### config.mk
export PLATFORM = sky130hd
export DESIGN_NAME = uart_rx_frame
export DESIGN_NICKNAME = d
export VERILOG_FILES = /design/src/rtl/uart_rx_frame.sv
export SDC_FILE = /design/constraint.sdc
export NUM_CORES = 1
export LEC_CHECK = 0
export BUFFER_PORTS_ARGS = -buffer_cell sky130_fd_sc_hd__buf_2
export CORE_MARGIN = 2
export CORE_UTILIZATION = 52
export CTS_CLUSTER_DIAMETER = 200
export DETAILED_ROUTE_END_ITERATION = 8
export PLACE_DENSITY = 0.83
export SLEW_MARGIN = 20
export SYNTH_ARGS = -nofsm -noshare
export SYNTH_HDL_FRONTEND = slang
export SYNTH_SLANG_ARGS = --single-unit
### constraint.sdc
create_clock -name clk -period 1.45 [get_ports clk]
set_clock_uncertainty 0.15 [all_clocks]
set_input_delay 0.0725 -clock clk [delete_from_list [all_inputs] [get_ports clk]]
set_output_delay 0.0725 -clock clk [all_outputs]
set_load 0.02 [all_outputs]
### src/rtl/uart_rx_frame.sv
// uart_rx_frame: UART receiver that assembles NUM_WORDS LSB-first packets into one frame.
// Optional partial-frame idle timeout is built when UART_RX_TIMEOUT_EN is defined.
module uart_rx_frame #(
    parameter  int CLOCKS_PER_PULSE = 4,
    parameter  int BITS_PER_WORD    = 8,
    parameter  int W_OUT            = 24,
    parameter  int TIMEOUT_PULSES   = 32,
    localparam int NUM_WORDS        = W_OUT / BITS_PER_WORD
) (
    input  logic                                     clk,
    input  logic                                     rst,
    input  logic                                     rx,
    output logic [NUM_WORDS-1:0][BITS_PER_WORD-1:0]  m_data,
    output logic                                     m_valid,
    input  logic                                     m_ready,
    output logic                                     frame_err,
    output logic                                     overrun
);

    localparam int CW = $clog2(CLOCKS_PER_PULSE);
    localparam int BW = $clog2(BITS_PER_WORD + 1);
    localparam int IW = (NUM_WORDS > 1) ? $clog2(NUM_WORDS) : 1;

    localparam logic [CW-1:0] HALF_LAST = CW'(CLOCKS_PER_PULSE / 2 - 1);
    localparam logic [CW-1:0] BIT_LAST  = CW'(CLOCKS_PER_PULSE - 1);
    localparam logic [BW-1:0] BITS_LAST = BW'(BITS_PER_WORD - 1);
    localparam logic [IW-1:0] IDX_LAST  = IW'(NUM_WORDS - 1);

    typedef enum logic [1:0] {S_IDLE, S_START, S_DATA, S_STOP} state_t;

    state_t                                  r_state;
    logic                                    r_rxMeta;
    logic                                    r_rxSync;
    logic                                    r_rxPrev;
    logic [CW-1:0]                           r_clkCnt;
    logic [BW-1:0]                           r_bitCnt;
    logic [IW-1:0]                           r_wordIdx;
    logic [BITS_PER_WORD-1:0]                r_shreg;
    logic [NUM_WORDS-1:0][BITS_PER_WORD-1:0] r_words;
    logic                                    r_complete;
    logic                                    w_fall;
    logic                                    w_timeout;

    // Two-flop synchronizer plus one delayed copy for falling-edge detection; all idle high.
    always_ff @(posedge clk) begin
        if (rst) begin
            r_rxMeta <= 1'b1;
            r_rxSync <= 1'b1;
            r_rxPrev <= 1'b1;
        end else begin
            r_rxMeta <= rx;
            r_rxSync <= r_rxMeta;
            r_rxPrev <= r_rxSync;
        end
    end

    assign w_fall = r_rxPrev & ~r_rxSync;

`ifdef UART_RX_TIMEOUT_EN
    localparam int TW = $clog2(TIMEOUT_PULSES + 1);

    logic [CW-1:0] r_toClk;
    logic [TW-1:0] r_toPulses;

    assign w_timeout = (r_toPulses == TW'(TIMEOUT_PULSES));

    // Bit periods spent idle with a partial frame held; any falling edge restarts the count.
    always_ff @(posedge clk) begin
        if (rst || w_fall || w_timeout || r_state != S_IDLE || r_wordIdx == '0) begin
            r_toClk    <= '0;
            r_toPulses <= '0;
        end else if (r_toClk == BIT_LAST) begin
            r_toClk    <= '0;
            r_toPulses <= r_toPulses + 1'b1;
        end else begin
            r_toClk <= r_toClk + 1'b1;
        end
    end
`else
    assign w_timeout = 1'b0;
`endif

    // Packet FSM; a good stop bit stores the word, the last word raises r_complete for one cycle.
    always_ff @(posedge clk) begin
        if (rst) begin
            r_state    <= S_IDLE;
            r_clkCnt   <= '0;
            r_bitCnt   <= '0;
            r_wordIdx  <= '0;
            r_shreg    <= '0;
            r_words    <= '0;
            r_complete <= 1'b0;
            frame_err  <= 1'b0;
        end else begin
            r_complete <= 1'b0;
            case (r_state)
                S_IDLE: begin
                    if (w_timeout) begin
                        r_wordIdx <= '0;
                    end
                    if (w_fall) begin
                        r_state  <= S_START;
                        r_clkCnt <= '0;
                    end
                end
                S_START: begin
                    if (r_clkCnt == HALF_LAST) begin
                        r_clkCnt <= '0;
                        r_bitCnt <= '0;
                        r_state  <= r_rxSync ? S_IDLE : S_DATA;
                    end else begin
                        r_clkCnt <= r_clkCnt + 1'b1;
                    end
                end
                S_DATA: begin
                    if (r_clkCnt == BIT_LAST) begin
                        r_clkCnt <= '0;
                        r_shreg  <= {r_rxSync, r_shreg[BITS_PER_WORD-1:1]};
                        r_bitCnt <= r_bitCnt + 1'b1;
                        if (r_bitCnt == BITS_LAST) begin
                            r_state <= S_STOP;
                        end
                    end else begin
                        r_clkCnt <= r_clkCnt + 1'b1;
                    end
                end
                S_STOP: begin
                    if (r_clkCnt == BIT_LAST) begin
                        r_clkCnt <= '0;
                        r_state  <= S_IDLE;
                        if (!r_rxSync) begin
                            frame_err <= 1'b1;
                            r_wordIdx <= '0;
                        end else begin
                            r_words[r_wordIdx] <= r_shreg;
                            if (r_wordIdx == IDX_LAST) begin
                                r_wordIdx  <= '0;
                                r_complete <= 1'b1;
                            end else begin
                                r_wordIdx <= r_wordIdx + 1'b1;
                            end
                        end
                    end else begin
                        r_clkCnt <= r_clkCnt + 1'b1;
                    end
                end
                default: r_state <= S_IDLE;
            endcase
        end
    end

    // Output stage: a completed frame loads unless the previous one is stalled, which is an overrun.
    always_ff @(posedge clk) begin
        if (rst) begin
            m_data  <= '0;
            m_valid <= 1'b0;
            overrun <= 1'b0;
        end else begin
            if (m_valid && m_ready) begin
                m_valid <= 1'b0;
            end
            if (r_complete) begin
                if (m_valid && !m_ready) begin
                    overrun <= 1'b1;
                end else begin
                    m_data  <= r_words;
                    m_valid <= 1'b1;
                end
            end
        end
    end

endmodule

# == After elaboration in Yosys (flattened, before gate mapping) ==
# Index checks and enable logic that the tools add are counted.
# totals
input_bits,4
register_bits,73
# op_classes
n_lt_le_gt_ge,2
n_reduce_logical,16
mux,23
eq_ne,12
n_bitwise,5
n_addsub,3
# op_table
cell,n
$bwmux W24,1
$mux W2,11
$demux W8 S2,1
$ne A2 B2 Y1 const B,5
$reduce_and A3 Y1,3
$eq A2 B2 Y1 const B,4
$mux W4,2
$mux W8,1
$pmux W2 S4,1
$pmux W4 S2,1
$reduce_and A2 Y1,4
$pmux W2 S3,1
$reduce_and A5 Y1,1
$add A2 B1 Y2 const B,2
$add A4 B1 Y4 const B,1
$eq A2 B1 Y1 const B,2
$eq A4 B3 Y1 const B,1
$mux W1,4
$not A1 Y1,4
$reduce_or A4 Y1,1
$logic_and A1 B1 Y1,3
$lt A2 B3 Y1 const B,1
$ge A2 B1 Y1 const B,1
$logic_not A2 Y1,1
4 further kinds,4

# == Logic depth before layout (Yosys ltp) ==
# Gate-level depths: netlist of the first run.
# logic_depth
depth_word,5
ltp_mapped,6
depth_no_buf,5

# == Worst setup path before layout of the first run ==
# Ideal clock, no wire load.
# synth_timing
path_kind,reg2reg
from,reg r_clkCnt[0]
to,reg r_words[16] (netlist bit)
arrival_time_ns,1.185
period_less_slack_ns,1.467
stages_incl_launch_ff,6
setup_slack_ns,-0.017
path_cell_list,dfxtp_1 > ha_1 > nand3_1 > clkbuf_1 > o21ai_0 > a21oi_1
# synth_between
elab_chain_cells,2
# synth_rtl
item,line,text
"start, declared",35,logic [CW-1:0] r_clkCnt;
"start signal, assigned",112,r_clkCnt <= r_clkCnt + 1'b1;
"start signal, assigned",124,r_clkCnt <= r_clkCnt + 1'b1;
"start signal, assigned",144,r_clkCnt <= r_clkCnt + 1'b1;
$eq A2 B2 Y1,128,if (r_clkCnt == BIT_LAST) begin
$reduce_and A3 Y1 (no source line),-,
"end signal, assigned by index",135,r_words[r_wordIdx] <= r_shreg;
"end, declared",39,logic [NUM_WORDS-1:0][BITS_PER_WORD-1:0] r_words;
# Every way passes these cells.
# A chain may end at the register's enable or synchronous reset.

# == Worst setup path in the final report of the first run ==
# layout_timing
from,reg r_clkCnt[0]
to,reg r_words[9] (netlist bit)
# Same word-level chain as after synthesis.

==> flow_summary.html, run 1 <==
<table>
<tr><th>Metric</th><th>Value</th></tr>
<tr><th colspan="2">Critical path</th></tr>
<tr><td>Kind of end point of the critical path</td><td>flop</td></tr>
<tr><td>Data arrival, critical path</td><td>1.55 ns</td></tr>
<tr><td>Category of the most critical setup path</td><td>flop to flop</td></tr>
<tr><td>Worst EP required</td><td>1.57 ns</td></tr>
<tr><td>CP max FO</td><td>12</td></tr>
<tr><td>Critical path startpoint category</td><td>flop</td></tr>
<tr><th colspan="2">Floorplanning</th></tr>
<tr><td>Starting density of the core</td><td>0.538</td></tr>
<tr><td>Core Region</td><td>5470 um^2</td></tr>
<tr><td>Ports</td><td>31</td></tr>
<tr><td>Number of standard-cell rows in the floorplan</td><td>27</td></tr>
<tr><td>Horizontal extent of the die</td><td>79.2 um</td></tr>
<tr><td>Die extent in y</td><td>79.2 um</td></tr>
<tr><td>Die Footprint</td><td>6280 um^2</td></tr>
<tr><th colspan="2">Cells and area</th></tr>
<tr><td>Share of cells above drive strength 1</td><td>0.262</td></tr>
<tr><td>Final nets</td><td>378</td></tr>
<tr><td>Area of all placed cells without fillers</td><td>3620 um^2</td></tr>
<tr><td>Antenna diodes</td><td>0</td></tr>
<tr><td>Leading cell type in the layout, fill and taps excluded</td><td>dfxtp_1</td></tr>
<tr><td>Fill cells</td><td>429</td></tr>
<tr><td>Final Instance Count excl. Fillers</td><td>446</td></tr>
<tr><td>Commonest cells after routing, fill and taps aside</td><td>69 x dfxtp_1, 53 x nand3_1, 49 x a21oi_1, 34 x o21ai_0, 30 x buf_2</td></tr>
<tr><td>Synth-to-Final Area Change</td><td>23.0%</td></tr>
<tr><th colspan="2">Placement</th></tr>
<tr><td>Detail Placement HPWL</td><td>4070 um</td></tr>
<tr><td>DP Area</td><td>3240 um^2</td></tr>
<tr><td>Post-Place Worst Slack</td><td>-0.0636 ns</td></tr>
<tr><td>Port Buffer Count</td><td>30</td></tr>
<tr><td>Placed Cells incl. Taps</td><td>424</td></tr>
<tr><td>Routability congestion estimate</td><td>0.835</td></tr>
<tr><th colspan="2">Clocking</th></tr>
<tr><td>Maximum level of the CTS H-tree</td><td>3</td></tr>
<tr><td>Clock tree from TritonCTS</td><td>built</td></tr>
<tr><td>Buffer levels on the longest clock path</td><td>2</td></tr>
<tr><td>Clock Root Buffer</td><td>clkbuf_8</td></tr>
<tr><td>Clk Latency, worst-skew pair</td><td>0.34 ns</td></tr>
<tr><td>Clock tree sinks</td><td>73</td></tr>
<tr><td>Clock transition at path regs</td><td>0.08 ns</td></tr>
<tr><td>Total clock buffers created by CTS</td><td>9</td></tr>
<tr><th colspan="2">Power and ir drop</th></tr>
<tr><td>Switching share of power</td><td>0.212</td></tr>
<tr><td>Net switching component of the power</td><td>815 uW</td></tr>
<tr><td>Internal Power</td><td>3020 uW</td></tr>
<tr><td>Maximum resistive drop on vdd</td><td>0.771 mV</td></tr>
<tr><td>Proportion of power drawn by the clock network</td><td>0.446</td></tr>
<tr><td>Combinational fraction of design power</td><td>0.028</td></tr>
<tr><td>Leakage power of the design</td><td>0.00142 uW</td></tr>
<tr><td>Power per cell area</td><td>1060 nW/um^2</td></tr>
<tr><td>Relative contribution of sequential cells to total power</td><td>0.526</td></tr>
<tr><th colspan="2">STA</th></tr>
<tr><td>Worst max-slew margin expressed relative to the limit</td><td>0.758</td></tr>
<tr><td>Final hold violation count</td><td>0</td></tr>
<tr><td>Pin slew with the least headroom to its limit</td><td>0.362 ns</td></tr>
<tr><td>Final slew viol count</td><td>0</td></tr>
<tr><td>Fraction of the cycle the final worst path needs</td><td>0.984</td></tr>
<tr><td>Fin worst setup slack</td><td>0.0239 ns</td></tr>
<tr><td>Count of final setup violators</td><td>0</td></tr>
<tr><td>Unrepaired setup endpoints after global routing</td><td>yes</td></tr>
<tr><td>Smallest hold slack</td><td>0.167 ns</td></tr>
<tr><td>Fmax</td><td>0.701 GHz</td></tr>
<tr><td>Clock period minus final worst setup slack</td><td>1.43 ns</td></tr>
<tr><th colspan="2">Routing</th></tr>
<tr><td>Total number of vias</td><td>2,561</td></tr>
<tr><td>Number of routed nets with antenna violations</td><td>0</td></tr>
<tr><td>Number of remaining DRC errors</td><td>0</td></tr>
<tr><td>Average detailed-routed wire length per instance</td><td>15.0 um</td></tr>
<tr><td>DRT iter0 DRCs</td><td>253</td></tr>
<tr><td>Number of vias per cell after detailed routing</td><td>5.74</td></tr>
<tr><td>Detailed-route wire length</td><td>6700 um</td></tr>
<tr><td>First-pass DRT Iterations</td><td>4</td></tr>
<tr><th colspan="2">Synthesis</th></tr>
<tr><td>Post-Syn Area</td><td>2940 um^2</td></tr>
<tr><td>Async set or reset register ratio after synthesis</td><td>0</td></tr>
<tr><td>Post-synth cell types</td><td>37</td></tr>
<tr><td>Post-synthesis instance total</td><td>332</td></tr>
<tr><td>Share of Yosys cell area claimed by the top area cell type</td><td>0.497</td></tr>
<tr><td>Avg Cell Area, Syn</td><td>8.86 um^2</td></tr>
<tr><td>Post-synth top area cell</td><td>dfxtp_1</td></tr>
<tr><td>Portion of the post-synthesis area used by sequential elements</td><td>0.497</td></tr>
<tr><td>Post-Syn Nets</td><td>341</td></tr>
<tr><td>Top FF cell, synth</td><td>dfxtp_1</td></tr>
<tr><td>Register bit total from synthesis</td><td>73</td></tr>
<tr><td>Synth warnings</td><td>0</td></tr>
<tr><td>Dominant cells by area after synthesis</td><td>dfxtp_1 50%, a21oi_1 9.2%, nand3_1 9.0%</td></tr>
<tr><td>Post-synth EDFFs</td><td>0</td></tr>
<tr><th colspan="2">Global routing</th></tr>
<tr><td>Via count of the first global-routing pass</td><td>2,407</td></tr>
<tr><td>Maximum number of pins on one net before global-route repair</td><td>26</td></tr>
<tr><td>GRT met3 Usage</td><td>0.0670</td></tr>
<tr><td>Most crowded layer after global routing</td><td>met2</td></tr>
<tr><td>GR Layer Usage met2</td><td>0.358</td></tr>
<tr><td>Global-route wire length before repair</td><td>11,100 um</td></tr>
<tr><td>Global-route congestion overflow total</td><td>0</td></tr>
<tr><td>GR Util All Layers</td><td>0.226</td></tr>
<tr><td>Number of antenna violations at the first check in global routing</td><td>0</td></tr>
<tr><td>Met1 global-route usage</td><td>0.289</td></tr>
<tr><th colspan="2">Worst hold path</th></tr>
<tr><td>Type of the tightest min-delay check</td><td>primary input to flop</td></tr>
<tr><th colspan="2">Run</th></tr>
<tr><td>Max-capacitance violation count</td><td>0</td></tr>
<tr><th colspan="2">Status</th></tr>
<tr><td>Outcome</td><td>finished clean</td></tr>
</table>
[critical path: stages, from the launching register on]
cell	delay, ns
dfxtp_4	0.41
ha_4	0.16
and3_4	0.23
clkbuf_16	0.16
nand3_1	0.09
a21oi_1	0.15
[final timing paths]
check        slack [ns]  cells past startpoint          to        start
max                0.02                      5  r_words[9]  r_clkCnt[0]
min                0.17                      4     m_valid      m_ready
max reg2reg        0.02                      5  r_words[9]  r_clkCnt[0]
min reg2reg        0.27                      1    r_rxSync     r_rxMeta
[power by group through the flow]
stage | Combinational, uW | Sequential, uW | Clock (uW)
3_3_place_gp | 89.1 | 2060 | 0
4_1_cts | 96.1 | 2020 | 1730
5_1_grt | 117 | 2020 | 1820
2_1_floorplan | 66.1 | 2060 | 0
6_report | 107 | 2020 | 1710
3_5_place_dp | 90.6 | 2060 | 0
[layout make-up]
class	count	area (um^2)	area share
Inverter	5	18.8	0.00518
Clock inverter	5	80.1	0.0221
Clock buffer	11	131	0.0363
Multi-Input combinational cell	224	1400	0.386
Timing Repair Buffer	56	430	0.119
Tap cell	72	90.1	0.0249
Sequential cell	73	1470	0.406
[timing repair]
| item | 4_1_cts | 5_1_grt |
|---|---|---|
| setup buffers | 0 | 3 |
| endpoints found under the setup margin | 35 | 37 |
| hold endpoints to repair | 8 | 0 |
| resized for setup | 8 | 33 |
| gates cloned | 0 | 1 |
| hold buffers | 2 | 0 |
| pin swaps | 0 | 1 |
[synthesized netlist by cell type, types with 2 or more instances]
cell,count
nand2_1,2
or3b_1,3
or2_2,3
nand3b_1,6
a21oi_1,54
clkbuf_1,19
buf_2,6
nand3_1,53
mux2i_1,12
inv_1,4
ha_1,5
dfxtp_1,73
o21ai_0,49
nor2_1,15
buf_4,3
and3b_1,2
nand2b_1,2
buf_6,2
[logic make-up after synthesis]
kind of cell	synth area share
adders and majority gates	0.0213
AOI/OAI and AO/OA	0.197
DFF	0.497
and+or+nand+nor	0.184
buffers and inverters	0.0561
muxes	0.0446
[state kept, by name (all words and copies together) (netlist names), 2 cells and up, named ones only]
name / count
m_data: 24
r_words: 24
r_wordIdx: 2
r_shreg: 8
r_clkCnt: 2
r_bitCnt: 4
[per-stage QoR]
step,power (uW),TNS [ns],util
floorplan,2130,0,-
global placement,2150,0,0.592
detailed placement,2160,-0.531,0.592
CTS,3850,0,0.636
global route,3960,-0.101,0.662
finish,3840,0,0.662
[per-layer routing]
metal / up-vias / wire length, um
li1: 1267 / -
met1: 1228 / 3090
met2: 58 / 3200
met3: 8 / 334
met4: 0 / 73
met5: - / 0
(Power assumes the default switching activity.)
==> run 2, diff against run 1 <==
Settings changed: REMOVE_ABC_BUFFERS from default to 1.
==> run 2 against run 1 <==
Net effect: sequential cell count stayed put; sequential power hardly changed; utilization is 0.80 points lower; sequential share of layout area is 0.50 points higher; hold slack worse by 0.16 ns; largest power group unchanged; power is 2.4% higher; clock-buffer cell count stayed put; critical endpoint is now r_bitCnt[3]; first-iteration DRC count is 4.0% lower.
==> flow_summary.html, run 2 (same netlist as run 1, synthesis figures left out) <==
<table>
<tr><th>Metric</th><th>Value</th></tr>
<tr><th colspan="2">Status</th></tr>
<tr><td>Outcome</td><td>finished clean (unchanged)</td></tr>
<tr><th colspan="2">STA</th></tr>
<tr><td>Count of final setup violators</td><td>0 (unchanged)</td></tr>
<tr><td>Clock period minus final worst setup slack</td><td>1.42 ns (was 1.43 ns)</td></tr>
<tr><td>Final slew viol count</td><td>0 (unchanged)</td></tr>
<tr><td>Worst max-slew margin expressed relative to the limit</td><td>0.764 (was 0.758)</td></tr>
<tr><td>Unrepaired setup endpoints after global routing</td><td>yes (unchanged)</td></tr>
<tr><td>Final hold violation count</td><td>0 (unchanged)</td></tr>
<tr><td>Smallest hold slack</td><td>0.00205 ns (was 0.167 ns)</td></tr>
<tr><td>Fraction of the cycle the final worst path needs</td><td>0.979 (was 0.984)</td></tr>
<tr><td>Final-layout setup total negative slack</td><td>0 ns (unchanged)</td></tr>
<tr><td>Pin slew with the least headroom to its limit</td><td>0.354 ns (was 0.362 ns)</td></tr>
<tr><td>Fin worst setup slack</td><td>0.0304 ns (was 0.0239 ns)</td></tr>
<tr><td>Fmax</td><td>0.704 GHz (was 0.701 GHz)</td></tr>
<tr><th colspan="2">Global routing</th></tr>
<tr><td>Global-route wire length before repair</td><td>10,600 um (was 11,100 um)</td></tr>
<tr><td>Maximum number of pins on one net before global-route repair</td><td>46 (was 26)</td></tr>
<tr><td>Number of antenna violations at the first check in global routing</td><td>0 (unchanged)</td></tr>
<tr><td>Via count of the first global-routing pass</td><td>2,349 (was 2,407)</td></tr>
<tr><td>GR Util All Layers</td><td>0.212 (was 0.226)</td></tr>
<tr><td>Global-route congestion overflow total</td><td>0 (unchanged)</td></tr>
<tr><th colspan="2">Critical path</th></tr>
<tr><td>Worst EP required</td><td>1.57 ns (about the same)</td></tr>
<tr><td>Worst r2r dst</td><td>r_bitCnt[3] (was r_words[9])</td></tr>
<tr><td>Critical path startpoint category</td><td>flop (unchanged)</td></tr>
<tr><td>Kind of end point of the critical path</td><td>flop (unchanged)</td></tr>
<tr><td>Category of the most critical setup path</td><td>flop to flop (unchanged)</td></tr>
<tr><td>Data arrival, critical path</td><td>1.54 ns (was 1.55 ns)</td></tr>
<tr><td>CP max FO</td><td>7 (was 12)</td></tr>
<tr><td>Setup slack of the worst register-to-register path</td><td>0.03 ns (was 0.02 ns)</td></tr>
<tr><td>Number of cells traversed by the worst register-to-register path</td><td>5 (unchanged)</td></tr>
<tr><td>Startpoint of the worst setup timing path</td><td>r_clkCnt[1] (was r_clkCnt[0])</td></tr>
<tr><td>Worst reg2reg path startpoint</td><td>r_clkCnt[1] (was r_clkCnt[0])</td></tr>
<tr><th colspan="2">Floorplanning</th></tr>
<tr><td>Number of standard-cell rows in the floorplan</td><td>27 (unchanged)</td></tr>
<tr><td>Ports</td><td>31 (unchanged)</td></tr>
<tr><td>Die Footprint</td><td>6280 um^2 (unchanged)</td></tr>
<tr><td>Horizontal extent of the die</td><td>79.2 um (unchanged)</td></tr>
<tr><td>Die extent in y</td><td>79.2 um (unchanged)</td></tr>
<tr><td>Starting density of the core</td><td>0.538 (unchanged)</td></tr>
<tr><td>Core Region</td><td>5470 um^2 (unchanged)</td></tr>
<tr><th colspan="2">Cells and area</th></tr>
<tr><td>Commonest cells after routing, fill and taps aside</td><td>69 x dfxtp_1, 53 x nand3_1, 50 x a21oi_1, 40 x o21ai_0, 30 x buf_2 (was 69 x dfxtp_1, 53 x nand3_1, 49 x a21oi_1, 34 x o21ai_0, 30 x buf_2)</td></tr>
<tr><td>Share of cells above drive strength 1</td><td>0.247 (was 0.262)</td></tr>
<tr><td>Sequential cell area</td><td>1470 um^2 (unchanged)</td></tr>
<tr><td>Fill cells</td><td>453 (was 429)</td></tr>
<tr><td>Regs by FF count</td><td>m_data: 24 flops, r_words: 24 flops, r_shreg: 8 flops (unchanged)</td></tr>
<tr><td>Synth-to-Final Area Change</td><td>21.6% (was 23.0%)</td></tr>
<tr><td>Multi-input gate area in the final layout</td><td>1370 um^2 (was 1400 um^2)</td></tr>
<tr><td>Final Instance Count excl. Fillers</td><td>444 (was 446)</td></tr>
<tr><td>Leading cell type in the layout, fill and taps excluded</td><td>dfxtp_1 (unchanged)</td></tr>
<tr><td>Final nets</td><td>376 (was 378)</td></tr>
<tr><td>Antenna diodes</td><td>0 (unchanged)</td></tr>
<tr><th colspan="2">Power and ir drop</th></tr>
<tr><td>Combinational fraction of design power</td><td>0.029 (was 0.028)</td></tr>
<tr><td>Proportion of power drawn by the clock network</td><td>0.458 (was 0.446)</td></tr>
<tr><td>Maximum resistive drop on vdd</td><td>0.641 mV (was 0.771 mV)</td></tr>
<tr><td>Net switching component of the power</td><td>813 uW (was 815 uW)</td></tr>
<tr><td>Total design power</td><td>3930 uW (was 3840 uW)</td></tr>
<tr><td>Internal Power</td><td>3110 uW (was 3020 uW)</td></tr>
<tr><td>Relative contribution of sequential cells to total power</td><td>0.514 (was 0.526)</td></tr>
<tr><td>Switching share of power</td><td>0.207 (was 0.212)</td></tr>
<tr><td>Power per cell area</td><td>1100 nW/um^2 (was 1060 nW/um^2)</td></tr>
<tr><td>Leakage power of the design</td><td>0.00140 uW (was 0.00142 uW)</td></tr>
<tr><th colspan="2">Routing</th></tr>
<tr><td>First-pass DRT Iterations</td><td>4 (unchanged)</td></tr>
<tr><td>Number of vias per cell after detailed routing</td><td>5.62 (was 5.74)</td></tr>
<tr><td>DRT iter0 DRCs</td><td>243 (was 253)</td></tr>
<tr><td>Number of remaining DRC errors</td><td>0 (unchanged)</td></tr>
<tr><td>Average detailed-routed wire length per instance</td><td>14.2 um (was 15.0 um)</td></tr>
<tr><td>Detailed-route wire length</td><td>6300 um (was 6700 um)</td></tr>
<tr><td>Total number of vias</td><td>2,495 (was 2,561)</td></tr>
<tr><td>Number of routed nets with antenna violations</td><td>0 (unchanged)</td></tr>
<tr><th colspan="2">Clocking</th></tr>
<tr><td>Total clock buffers created by CTS</td><td>9 (unchanged)</td></tr>
<tr><td>Clk Latency, worst-skew pair</td><td>0.34 ns (about the same)</td></tr>
<tr><td>Clock Root Buffer</td><td>clkbuf_8 (unchanged)</td></tr>
<tr><td>Clock transition at path regs</td><td>0.08 ns (about the same)</td></tr>
<tr><td>Maximum level of the CTS H-tree</td><td>3 (unchanged)</td></tr>
<tr><td>Clock tree sinks</td><td>73 (unchanged)</td></tr>
<tr><td>Buffer levels on the longest clock path</td><td>2 (unchanged)</td></tr>
<tr><td>Clock tree from TritonCTS</td><td>built (unchanged)</td></tr>
<tr><th colspan="2">Placement</th></tr>
<tr><td>Routability congestion estimate</td><td>0.890 (was 0.835)</td></tr>
<tr><td>Post-Place Worst Slack</td><td>-0.0727 ns (was -0.0636 ns)</td></tr>
<tr><td>Detail Placement HPWL</td><td>3980 um (was 4070 um)</td></tr>
<tr><td>Port Buffer Count</td><td>30 (unchanged)</td></tr>
<tr><td>Placed Cells incl. Taps</td><td>420 (was 424)</td></tr>
<tr><th colspan="2">Worst hold path</th></tr>
<tr><td>Start point of the worst hold path</td><td>rst (was m_ready)</td></tr>
<tr><td>Endpoint with the worst hold slack</td><td>r_bitCnt[2] (was m_valid)</td></tr>
<tr><td>Hold Path Stages</td><td>3 (was 4)</td></tr>
<tr><td>Type of the tightest min-delay check</td><td>primary input to flop (unchanged)</td></tr>
<tr><th colspan="2">Run</th></tr>
<tr><td>Max-capacitance violation count</td><td>0 (unchanged)</td></tr>
</table>
==> run 2: cell count changes in the layout (fill, tap and decap cells not counted), sizes merged <==
cell         previous run  this run
buf                    53        50
clkinv                  1         2
clkinvlp                2         1
clkbuf                 12        11
dlygate4sd3             2         4
==> run 2: power groups by stage <==
stage          registers [uW]  logic [uW]  clock network [uW]
3_5_place_dp             2060        93.5                   0
5_1_grt                  2020         122                1900
4_1_cts                  2020         104                1810
2_1_floorplan            2070        31.4                   0
6_report                 2020         112                1800
3_3_place_gp             2060        90.8                   0
==> run 2: timing repair <==
| item | in CTS | in global routing |
|---|---|---|
| resized for setup | 10 | 22 |
| buffers inserted | 0 | 4 |
| hold buffers | 4 | 1 |
| gates cloned | 0 | 0 |
| endpoints found under the setup margin | 32 | 35 |
| hold endpoints to repair | 5 | 1 |
| pin swaps | 0 | 3 |
==> run 2: critical path, cell delays in order (launching register included) <==
cell	delay, ns
dfxtp_4	0.39
inv_2	0.05
ha_4	0.17
nand3b_4	0.11
or3b_1	0.35
mux2i_1	0.13
==> run 2: per-layer routing <==
metal  part of all wire  wire length, um  track usage
met5                  0                0            0
met4              0.021              133        0.107
met3              0.041              258       0.0443
met2               0.51             3230        0.377
met1               0.42             2670        0.239
==> run 2: worst max path at each step <==
stage	to	slack, ns
floorplan	r_words[0]	-0.18
global placement	r_bitCnt[2]	-0.005
detailed placement	r_bitCnt[2]	-0.07
CTS	r_words[0]	0.006
global route	r_bitCnt[3]	-0.04
finish	r_bitCnt[3]	0.03
==> run 2: metrics by stage <==
| stage | cell area, um^2 | utilization |
|---|---|---|
| floorplan | 2800 | - |
| global placement | 3210 | 0.586 |
| detailed placement | 3210 | 0.586 |
| CTS | 3490 | 0.637 |
| global route | 3580 | 0.654 |
| finish | 3580 | 0.654 |
==> run 2: cell type report <==
cell class / count / area share
sequential: 73 / 0.411
multi-input combinational: 224 / 0.384
timing repair buffer: 54 / 0.110
clock buffer: 11 / 0.0423
tap: 72 / 0.0252
clock inverter: 5 / 0.0217
inverter: 5 / 0.00525
==> run 3, diff against run 2 <==
Settings changed: CORE_MARGIN 2 to default, CORE_UTILIZATION 52 to 54, CTS_CLUSTER_DIAMETER 200 to 80, PLACE_DENSITY 0.83 to 0.82.
Clock period 1.45 ns to 1.37 ns, I/O delays scaled along.
==> run 3 against run 2 <==
Net effect: the run now ends with negative setup slack left; clock power grew 3%; design area grew 11%; non-clock buffer count grew 12; routed wire length grew 28%; global-route usage grew 4.3 points; hold slack gained 0.042 ns; first-iteration DRC count shrank 8.2%; utilization grew 11 points; critical path depth is the same; highest routed layer unchanged; final cell count grew 2.5%.
==> flow_summary.html, run 3 (same netlist as run 1, synthesis figures left out) <==
<table>
<tr><th>Metric</th><th>Value</th></tr>
<tr><th colspan="2">Status</th></tr>
<tr><td>Outcome</td><td>complete, but fails checks (was finished clean)</td></tr>
<tr><td>Violated checks</td><td>negative setup slack</td></tr>
<tr><th colspan="2">Global routing</th></tr>
<tr><td>Maximum number of pins on one net before global-route repair</td><td>30 (was 46)</td></tr>
<tr><td>Via count of the first global-routing pass</td><td>2,282 (was 2,349)</td></tr>
<tr><td>Global-route congestion overflow total</td><td>0 (unchanged)</td></tr>
<tr><td>Number of antenna violations at the first check in global routing</td><td>0 (unchanged)</td></tr>
<tr><td>GR Util All Layers</td><td>0.255 (was 0.212)</td></tr>
<tr><td>Global-route wire length before repair</td><td>10,800 um (was 10,600 um)</td></tr>
<tr><th colspan="2">Run</th></tr>
<tr><td>Max-capacitance violation count</td><td>0 (unchanged)</td></tr>
<tr><th colspan="2">Critical path</th></tr>
<tr><td>CP max FO</td><td>14 (was 7)</td></tr>
<tr><td>Worst r2r dst</td><td>r_words[23] (was r_bitCnt[3])</td></tr>
<tr><td>Category of the most critical setup path</td><td>flop to flop (unchanged)</td></tr>
<tr><td>Max stage delay on crit path</td><td>0.41 ns (was 0.39 ns)</td></tr>
<tr><td>Number of cells traversed by the worst register-to-register path</td><td>5 (unchanged)</td></tr>
<tr><td>Kind of end point of the critical path</td><td>flop (unchanged)</td></tr>
<tr><td>Worst reg2reg path startpoint</td><td>r_clkCnt[0] (was r_clkCnt[1])</td></tr>
<tr><td>Worst EP required</td><td>1.45 ns (was 1.57 ns)</td></tr>
<tr><td>Setup slack of the worst register-to-register path</td><td>-0.17 ns (was 0.03 ns)</td></tr>
<tr><td>Data arrival, critical path</td><td>1.62 ns (was 1.54 ns)</td></tr>
<tr><td>Cells traversed along the worst timing path</td><td>ha_4 -&gt; nand3_1 -&gt; buf_4 -&gt; o21ai_0 -&gt; a21oi_2 (was inv_2 -&gt; ha_4 -&gt; nand3b_4 -&gt; or3b_1 -&gt; mux2i_1)</td></tr>
<tr><td>Kind of cell adding the most delay to the critical path</td><td>flip-flops (was simple AND/OR/NAND/NOR gates)</td></tr>
<tr><td>Critical path startpoint category</td><td>flop (unchanged)</td></tr>
<tr><td>Cell at the slowest stage of the critical path</td><td>dfxtp_4 (unchanged)</td></tr>
<tr><td>Sum of buffers and inverters on the critical path</td><td>1 (unchanged)</td></tr>
<tr><th colspan="2">Routing</th></tr>
<tr><td>Number of routed nets with antenna violations</td><td>0 (unchanged)</td></tr>
<tr><td>Total number of vias</td><td>2,740 (was 2,495)</td></tr>
<tr><td>Average detailed-routed wire length per instance</td><td>17.7 um (was 14.2 um)</td></tr>
<tr><td>Number of remaining DRC errors</td><td>0 (unchanged)</td></tr>
<tr><td>Detailed-route wire length</td><td>8040 um (was 6300 um)</td></tr>
<tr><td>Number of vias per cell after detailed routing</td><td>6.02 (was 5.62)</td></tr>
<tr><td>DRT iter0 DRCs</td><td>223 (was 243)</td></tr>
<tr><td>First-pass DRT Iterations</td><td>5 (was 4)</td></tr>
<tr><th colspan="2">Power and ir drop</th></tr>
<tr><td>Leakage power of the design</td><td>0.00148 uW (was 0.00140 uW)</td></tr>
<tr><td>Total design power</td><td>4140 uW (was 3930 uW)</td></tr>
<tr><td>Power per cell area</td><td>1040 nW/um^2 (was 1100 nW/um^2)</td></tr>
<tr><td>Maximum resistive drop on vdd</td><td>0.714 mV (was 0.641 mV)</td></tr>
<tr><th colspan="2">Worst hold path</th></tr>
<tr><td>Type of the tightest min-delay check</td><td>primary input to flop (unchanged)</td></tr>
<tr><td>Hold Path Stages</td><td>2 (was 3)</td></tr>
<tr><td>Endpoint with the worst hold slack</td><td>overrun (was r_bitCnt[2])</td></tr>
<tr><td>Start point of the worst hold path</td><td>rst (unchanged)</td></tr>
<tr><th colspan="2">Floorplanning</th></tr>
<tr><td>Starting density of the core</td><td>0.569 (was 0.538)</td></tr>
<tr><td>Core Region</td><td>5170 um^2 (was 5470 um^2)</td></tr>
<tr><td>Number of standard-cell rows in the floorplan</td><td>26 (was 27)</td></tr>
<tr><td>Die extent in y</td><td>75.8 um (was 79.2 um)</td></tr>
<tr><td>Ports</td><td>31 (unchanged)</td></tr>
<tr><td>Horizontal extent of the die</td><td>75.8 um (was 79.2 um)</td></tr>
<tr><td>Die Footprint</td><td>5750 um^2 (was 6280 um^2)</td></tr>
<tr><th colspan="2">Clocking</th></tr>
<tr><td>Buffer levels on the longest clock path</td><td>2 (unchanged)</td></tr>
<tr><td>Maximum level of the CTS H-tree</td><td>3 (unchanged)</td></tr>
<tr><td>Clk Latency, worst-skew pair</td><td>0.35 ns (was 0.34 ns)</td></tr>
<tr><td>Clock transition at path regs</td><td>0.08 ns (about the same)</td></tr>
<tr><td>Clock Root Buffer</td><td>clkbuf_8 (unchanged)</td></tr>
<tr><td>Clock tree sinks</td><td>73 (unchanged)</td></tr>
<tr><td>Clock tree from TritonCTS</td><td>built (unchanged)</td></tr>
<tr><td>Total clock buffers created by CTS</td><td>9 (unchanged)</td></tr>
<tr><th colspan="2">STA</th></tr>
<tr><td>Final hold violation count</td><td>0 (unchanged)</td></tr>
<tr><td>Count of final setup violators</td><td>39 (was 0)</td></tr>
<tr><td>Fin worst setup slack</td><td>-0.172 ns (was 0.0304 ns)</td></tr>
<tr><td>Clock period minus final worst setup slack</td><td>1.54 ns (was 1.42 ns)</td></tr>
<tr><td>Pin slew with the least headroom to its limit</td><td>0.578 ns (was 0.354 ns)</td></tr>
<tr><td>Final slew viol count</td><td>0 (unchanged)</td></tr>
<tr><td>Unrepaired setup endpoints after global routing</td><td>yes (unchanged)</td></tr>
<tr><td>Worst max-slew margin expressed relative to the limit</td><td>0.614 (was 0.764)</td></tr>
<tr><td>Fraction of the cycle the final worst path needs</td><td>1.13 (was 0.979)</td></tr>
<tr><td>Smallest hold slack</td><td>0.0443 ns (was 0.00205 ns)</td></tr>
<tr><td>Fmax</td><td>0.649 GHz (was 0.704 GHz)</td></tr>
<tr><th colspan="2">Placement</th></tr>
<tr><td>Port Buffer Count</td><td>30 (unchanged)</td></tr>
<tr><td>Detail Placement HPWL</td><td>4210 um (was 3980 um)</td></tr>
<tr><td>Post-Place Worst Slack</td><td>-0.138 ns (was -0.0727 ns)</td></tr>
<tr><td>Routability congestion estimate</td><td>0.793 (was 0.890)</td></tr>
<tr><th colspan="2">Cells and area</th></tr>
<tr><td>Synth-to-Final Area Change</td><td>34.9% (was 21.6%)</td></tr>
<tr><td>Leading cell type in the layout, fill and taps excluded</td><td>dfxtp_1 (unchanged)</td></tr>
<tr><td>Final nets</td><td>389 (was 376)</td></tr>
<tr><td>Antenna diodes</td><td>0 (unchanged)</td></tr>
<tr><td>Share of cells above drive strength 1</td><td>0.369 (was 0.247)</td></tr>
<tr><td>Fill cells</td><td>329 (was 453)</td></tr>
<tr><td>Regs by FF count</td><td>m_data: 24 flops, r_words: 24 flops, r_shreg: 8 flops (unchanged)</td></tr>
<tr><td>Commonest cells after routing, fill and taps aside</td><td>68 x dfxtp_1, 37 x a21oi_1, 35 x nand3_1, 33 x o21ai_0, 30 x buf_2 (was 69 x dfxtp_1, 53 x nand3_1, 50 x a21oi_1, 40 x o21ai_0, 30 x buf_2)</td></tr>
</table>
## run 3: how the worst max path moves through the flow
| stage | cells past startpoint | from | slack, ns | to |
|---|---|---|---|---|
| after floorplan | 4 | r_clkCnt[0] | -0.26 | r_words[0] |
| after global placement | 5 | r_clkCnt[1] | -0.06 | r_bitCnt[3] |
| after detailed placement | 5 | r_clkCnt[1] | -0.14 | r_bitCnt[3] |
| after CTS | 5 | r_clkCnt[1] | -0.06 | r_bitCnt[3] |
| after global routing | 5 | r_clkCnt[0] | -0.19 | r_words[23] |
| final | 5 | r_clkCnt[0] | -0.17 | r_words[23] |
## run 3: timing repair
item                                    in CTS  in global routing
buffers inserted                             1                  8
gates cloned                                 0                  4
endpoints found under the setup margin      64                 47
resized for setup                           12                 79
hold buffers                                 1                  0
hold endpoints to repair                     1                  0
pin swaps                                    0                 26
## run 3: routing by layer
metal  up-vias  share of wire  global-route usage
li1       1288              -                   -
met1      1290           0.40               0.303
met2       130           0.52               0.423
met3        32          0.058              0.0701
met4         0          0.031               0.126
met5         -              0                   0
## run 3: layout make-up
cell class	count	area, um^2	area share
timing repair buffer	66	532	0.134
sequential	73	1470	0.371
multi-input combinational	225	1640	0.414
clock buffer	9	124	0.0312
clock inverter	7	92.6	0.0233
tap	70	87.6	0.0221
inverter	5	18.8	0.00473
## run 3: report_power, final
| group | switching [uW] | internal, uW | leakage [uW] |
|---|---|---|---|
| Sequential | 8.31 | 2120 | 0.000591 |
| Clock | 836 | 1030 | 0.000113 |
| Combinational | 83.0 | 58.3 | 0.000779 |
## run 3: through the flow
step / instance area, um^2 / TNS [ns] / instances / util
after floorplan: 2800 / -12.99 / 302 / -
after global placement: 3270 / -1.19 / 425 / 0.632
after detailed placement: 3270 / -3.36 / 425 / 0.632
after CTS: 3530 / -0.142 / 443 / 0.682
after global routing: 3970 / -4.36 / 455 / 0.767
final: 3970 / -2.89 / 455 / 0.767
